**src/rtl/ce_pkg.sv**
```systemverilog
// Shared types and constants for the CE-to-clock bridge.
package ce_pkg;

    // Handshake FSM states.
    typedef enum logic [1:0] {
        ARM   = 2'd0,
        IDLE  = 2'd1,
        ACKED = 2'd2
    } ce_state_t;

    // Reset level of the Send_in synchroniser: Send_in is active-low, so
    // 1 means "no token present".
    localparam logic SYNC_RST = 1'b1;

endpackage

```
**src/rtl/ce_fifo.sv**
```systemverilog
// Small FIFO with a registered, first-word-through head register.
module ce_fifo #(
    parameter int DATA_W = 32,
    parameter int DEPTH  = 4,
    localparam int AW    = $clog2(DEPTH),
    localparam int CW    = AW + 1
) (
    input  logic              CLK,
    input  logic              MR_n,
    input  logic              i_push,
    input  logic [DATA_W-1:0] i_data,
    input  logic              i_pop,
    output logic              o_full,
    output logic              o_empty,
    output logic [CW-1:0]     o_count,
    output logic [DATA_W-1:0] o_data
);

    logic [DATA_W-1:0] r_mem [DEPTH];
    logic [AW-1:0]     r_wr_ptr;
    logic [AW-1:0]     r_rd_ptr;
    logic [CW-1:0]     r_count;
    logic [DATA_W-1:0] r_head;

    logic              w_do_push;
    logic              w_do_pop;
    logic [AW-1:0]     w_rd_next;

    assign o_full    = (r_count == CW'(DEPTH));
    assign o_empty   = (r_count == '0);
    assign o_count   = r_count;
    assign o_data    = r_head;

    // Pop at empty is ignored; a push at full is only taken alongside a pop.
    assign w_do_pop  = i_pop && !o_empty;
    assign w_do_push = i_push && (!o_full || w_do_pop);
    assign w_rd_next = r_rd_ptr + AW'(1);

    // Storage array: written on push, no reset so it maps onto RAM.
    always_ff @(posedge CLK) begin
        if (w_do_push) begin
            r_mem[r_wr_ptr] <= i_data;
        end
    end

    // Pointers, occupancy and the head register that feeds o_data.
    always_ff @(posedge CLK or negedge MR_n) begin
        if (!MR_n) begin
            r_wr_ptr <= '0;
            r_rd_ptr <= '0;
            r_count  <= '0;
            r_head   <= '0;
        end else begin
            if (w_do_push) begin
                r_wr_ptr <= r_wr_ptr + AW'(1);
            end
            if (w_do_pop) begin
                r_rd_ptr <= w_rd_next;
            end
            r_count <= r_count + CW'(w_do_push) - CW'(w_do_pop);

            // The head always mirrors the entry at the read pointer. When the
            // next entry is not yet in the array it is the word being pushed.
            if (w_do_pop) begin
                if (r_count >= CW'(2)) begin
                    r_head <= r_mem[w_rd_next];
                end else if (w_do_push) begin
                    r_head <= i_data;
                end
            end else if (w_do_push && o_empty) begin
                r_head <= i_data;
            end
        end
    end

endmodule

```
**src/rtl/ce_sync_bridge.sv**
```systemverilog
// Bridge from a self-timed CE stage (4-phase, active-low Send/Ack) into the
// CLK domain, buffering tokens in a FIFO behind a valid/ready port.
module ce_sync_bridge
    import ce_pkg::*;
#(
    parameter int DATA_W      = 32,
    parameter int DEPTH       = 4,
    parameter int SYNC_STAGES = 2
) (
    input  logic                     CLK,
    input  logic                     MR_n,
    input  logic                     Send_in,
    input  logic [DATA_W-1:0]        Data_in,
    output logic                     Ack_out,
    output logic                     Out_valid,
    input  logic                     Out_ready,
    output logic [DATA_W-1:0]        Out_data,
    output logic [$clog2(DEPTH):0]   Count
);

    localparam int CW = $clog2(DEPTH) + 1;

    logic [SYNC_STAGES-1:0] r_sync;
    logic [SYNC_STAGES-1:0] r_fill;
    ce_state_t              r_state;
    logic                   r_ack;

    logic                   w_s_send;
    logic                   w_armed;
    logic                   w_push;
    logic                   w_full;
    logic                   w_empty;
    logic [CW-1:0]          w_count;

    assign w_s_send = r_sync[SYNC_STAGES-1];
    // The synchroniser's reset value is not a real observation of Send_in.
    // ARM only trusts s_send once the chain has been refilled from the pin,
    // so a token held low across reset can never look like a fresh one.
    assign w_armed  = r_fill[SYNC_STAGES-1];

    // Send_in synchroniser plus a parallel marker showing the chain is refilled.
    always_ff @(posedge CLK or negedge MR_n) begin
        if (!MR_n) begin
            r_sync <= {SYNC_STAGES{SYNC_RST}};
            r_fill <= '0;
        end else begin
            r_sync <= {r_sync[SYNC_STAGES-2:0], Send_in};
            r_fill <= {r_fill[SYNC_STAGES-2:0], 1'b1};
        end
    end

    // Data_in is sampled only here, while the synchronised request is low.
    assign w_push = (r_state == IDLE) && !w_s_send && !w_full;

    // Handshake FSM with a registered Ack_out.
    always_ff @(posedge CLK or negedge MR_n) begin
        if (!MR_n) begin
            r_state <= ARM;
            r_ack   <= 1'b1;
        end else begin
            case (r_state)
                ARM: begin
                    r_ack <= 1'b1;
                    if (w_armed && w_s_send) begin
                        r_state <= IDLE;
                    end
                end
                IDLE: begin
                    // When full, Ack is withheld; that is the backpressure.
                    if (w_push) begin
                        r_state <= ACKED;
                        r_ack   <= 1'b0;
                    end
                end
                ACKED: begin
                    if (w_s_send) begin
                        r_state <= IDLE;
                        r_ack   <= 1'b1;
                    end
                end
                default: begin
                    r_state <= ARM;
                    r_ack   <= 1'b1;
                end
            endcase
        end
    end

    ce_fifo #(
        .DATA_W (DATA_W),
        .DEPTH  (DEPTH)
    ) u_fifo (
        .CLK     (CLK),
        .MR_n    (MR_n),
        .i_push  (w_push),
        .i_data  (Data_in),
        .i_pop   (Out_ready),
        .o_full  (w_full),
        .o_empty (w_empty),
        .o_count (w_count),
        .o_data  (Out_data)
    );

    assign Ack_out   = r_ack;
    assign Out_valid = !w_empty;
    assign Count     = w_count;

endmodule

```
**config.mk**
```make
export PLATFORM = sky130hd
export DESIGN_NAME = ce_sync_bridge
export DESIGN_NICKNAME = d
export VERILOG_FILES = /design/src/rtl/ce_pkg.sv /design/src/rtl/ce_fifo.sv /design/src/rtl/ce_sync_bridge.sv
export SDC_FILE = /design/constraint.sdc
export NUM_CORES = 1
export LEC_CHECK = 0
export CAP_MARGIN = 0
export CORE_MARGIN = 4
export CORE_UTILIZATION = 35
export DETAILED_ROUTE_END_ITERATION = 10
export GPL_ROUTABILITY_DRIVEN = 1
export PLACE_DENSITY = 0.61
export REMOVE_ABC_BUFFERS = 1
export SYNTH_ARGS = -nofsm -noshare
export SYNTH_HDL_FRONTEND = slang
export SYNTH_SLANG_ARGS = --single-unit
export TNS_END_PERCENT = 1
```
**constraint.sdc**
```tcl
create_clock -name CLK -period 3.8 [get_ports CLK]
set_clock_uncertainty 0.15 [all_clocks]
set_input_delay 0.76 -clock CLK [delete_from_list [all_inputs] [get_ports CLK]]
set_output_delay 0.76 -clock CLK [all_outputs]
set_load 0.05 [all_outputs]
```
==> flow_metrics.env <==
export IMPL_outcome="completed"
export IMPL_nets=535
export IMPL_cp_slowest_cell="clkdlybuf4s50_1"
export IMPL_maxSlewViolCount=0
export IMPL_cap_violations=0
export IMPL_postCtsSetupBuffers=0
export IMPL_synthCells=417
export IMPL_synth_seq_cells=174
export IMPL_grt_util_all_layers=0.150
export IMPL_synth_edff_count=128
export IMPL_fin_crit_sh=0.771
export IMPL_core_rowCount=52
export IMPL_peakVddDrop_v=0.000444
export IMPL_worst_path_max_fanout=8
export IMPL_placement_io_buffers=72
export IMPL_clk_pin_slew_ns=0.06
export IMPL_finalCriticalPeriod_ns=2.93
export IMPL_syn_to_final_growth_pct=21.7
export IMPL_drcViolationCount=0
export IMPL_max_slew_margin_rel=0.207
export IMPL_grt_first_pass_wirelength_um=27000
export IMPL_antenna_found_initial=1
export IMPL_die_area_sq_mm=0.0232
export IMPL_p_leak_nw=2.95
export IMPL_hold_class="reg2reg"
export IMPL_criticalPathCategory="reg2out"
export IMPL_drive_gt1_frac=0.254
export IMPL_tightest_slew_ns=1.19
export IMPL_ctsResizeCount=0
export IMPL_insertedDiodeCount=0
export IMPL_crit_path_end_kind="output port"
export IMPL_path_cells="nor3_4 > inv_2 > clkdlybuf4s50_1"
export IMPL_yosysWarnings=0
export IMPL_vias_per_cell=5.46
export IMPL_synthSimpleGateAreaFrac=0.0689
export IMPL_muxShareOfSynthArea=0.102
export IMPL_crit_end="Out_valid"
export IMPL_cts_max_level=4
export IMPL_grt_overflow_total=0
export IMPL_wl_um=16900
export IMPL_wl_met3_um=882
export IMPL_setup_viol=0
export IMPL_cts_buffers=17
export IMPL_async_flop_share=0.264
export IMPL_met2_length_um=8190
export IMPL_top_level_ports=73
export IMPL_slowest_delay_ns=0.82
export IMPL_wl_per_cell_um=21.8
export IMPL_synth_distinct_cells=39
export IMPL_synth_adder_area_share=0.0130
export IMPL_synth_area_leader_cell="edfxtp_1"
export IMPL_final_util=0.436
export IMPL_power_per_cell_area_mw_per_mm2=851
export IMPL_synth_cells_most_frequent="edfxtp_1 (128), dfrtp_1 (43)"
export IMPL_fmax_mhz=341
export IMPL_start_kind="flip-flop"
export IMPL_cts_tree="done"
export IMPL_fin_tns_setup_ns=0
export IMPL_num_vias=4228
export IMPL_place_congestion=0.699
export IMPL_cp_data_required_time_ns=2.89
export IMPL_cts_root_buffer="clkbuf_16"
export IMPL_syn_area_sq_mm=0.00730
export IMPL_hold_viol_final=0
export IMPL_first_global_vias=4516
export IMPL_core_region_area_sq_mm=0.0204
export IMPL_clock_sinks=174
export IMPL_r2r_start="u_fifo.o_count[0]"
export IMPL_setup_worst_path_start="u_fifo.o_count[0]"
export IMPL_placed_cells_incl_taps=743
export IMPL_grt_max_degree=34
export IMPL_rsz0062_at_grt="false"
export IMPL_die_w_um=152
export IMPL_ctsHoldBuffers=0
export IMPL_cts_buffer_depth=2
export IMPL_dp_hpwl_um=10600
export IMPL_drt_pass1_iter_count=5
export IMPL_synth_compound_area_frac=0.0862
export IMPL_reg2reg_to="u_fifo.o_count[2]"
export IMPL_yosysMostFrequentCell="edfxtp_1"
export IMPL_avgSynthCellArea_sq_um=17.5
export IMPL_synth_xor_area_frac=0.00480
export IMPL_nFillCells=1784
export IMPL_worstSkewPairLatency_ns=0.43
export IMPL_chipHeight_um=152
export IMPL_r2r_slack_ns=1.09
export IMPL_reg2reg_depth=7
export IMPL_synth_top_family_by_area="multiplexers"
export IMPL_synth_top_area_frac=0.527
export IMPL_highest_layer="met5"
export IMPL_ys_seq_area_frac=0.685
export IMPL_met1_length_um=7540
export IMPL_first_iter_violations=436
export IMPL_yosys_top_cells_area="edfxtp_1 (53%), dfrtp_1 (15%), mux4_2 (9.9%)"
export IMPL_final_cell_count_no_fill=774
export IMPL_ant_nets=0
export IMPL_cp_data_arrival_time_ns=2.02
export IMPL_initial_utilization=0.358
export IMPL_synth_flop_cell="edfxtp_1"
[state kept, by name (all words and copies together) (netlist names)]
| name | cells |
|---|---|
| Ack_out | 1 |
| r_fill | 2 |
| r_state | 2 |
| r_sync | 2 |
| u_fifo.o_count | 3 |
| u_fifo.o_data | 32 |
| u_fifo.r_mem | 128 |
| u_fifo.r_rd_ptr | 2 |
| u_fifo.r_wr_ptr | 2 |
[logic make-up (layout without fill, tap and decap cells)]
group | Yosys count | in the layout
mux | 34 | 34
simple gates | 83 | 83
fa+ha+maj | 7 | 7
other cells | 1 | 1
xor+xnor | 4 | 4
compound gates | 69 | 69
buf+inv | 45 | 132
flops | 174 | 174
[layout make-up]
class,count,area [sq um],area share
Sequential cell,174,5000,0.563
Clock buffer,20,437,0.0492
Timing Repair Buffer,94,906,0.102
Clock inverter,11,145,0.0163
Multi-Input combinational cell,198,2030,0.228
Tap cell,270,338,0.0380
Inverter,7,26.3,0.00296
[layer usage]
layer / GRT usage / vias to the layer above
li1: - / 1856
met1: 0.209 / 2197
met2: 0.234 / 147
met3: 0.0415 / 26
met4: 0.0428 / 2
met5: 0 / -
[critical path: cells and delay by family, from the launching register on]
family | cells | cell delay, ns
simple gates | 1 | 0.09
buf+inv | 2 | 0.92
flops | 1 | 0.59
[worst min path at each step]
stage / start / cells past startpoint / end
final: r_fill[0] / 0 / r_fill[1]
after global routing: r_sync[0] / 0 / r_sync[1]
after CTS: r_sync[0] / 0 / r_sync[1]
after global placement: r_fill[0] / 0 / r_fill[1]
after floorplan: r_fill[0] / 0 / r_fill[1]
after detailed placement: r_sync[0] / 0 / r_sync[1]
[power breakdown]
part	internal (W)	total (W)	switching (W)
Clock	0.00103	0.00172	0.000688
Sequential	0.00246	0.00283	0.000374
Combinational	0.00118	0.00301	0.00184
[layout by cell type, fill, tap and decap left out, types with 2 or more instances in the layout]
master             n
a31oi_1           32
and3_1             4
buf_12             2
buf_4             20
bufinv_16          3
clkbuf_1           3
clkbuf_16         17
clkdlybuf4s50_1   71
clkinv_2           3
clkinv_4           2
clkinvlp_4         3
dfrtp_1           42
dfstp_2            3
edfxtp_1         128
ha_1               6
inv_1              5
inv_2              2
mux4_2            32
nand2_1            3
nand2b_1           2
nand4_1           32
nor3_1            32
nor3b_4            2
o31ai_1            2
o31ai_2           30
xnor2_1            4
[metrics by stage]
step,total power (W),worst slack (ns),hold WS (ns),instance area [sq um]
2_1_floorplan,0.00477,0.376,0.181,7040
3_3_place_gp,0.00585,1.12,0.183,8300
3_5_place_dp,0.00591,1.04,0.197,8300
4_1_cts,0.00764,0.846,0.206,8880
5_1_grt,0.00792,0.784,0.211,8880
6_report,0.00756,0.870,0.206,8880
Note: power is estimated with default switching activity, not from simulation.
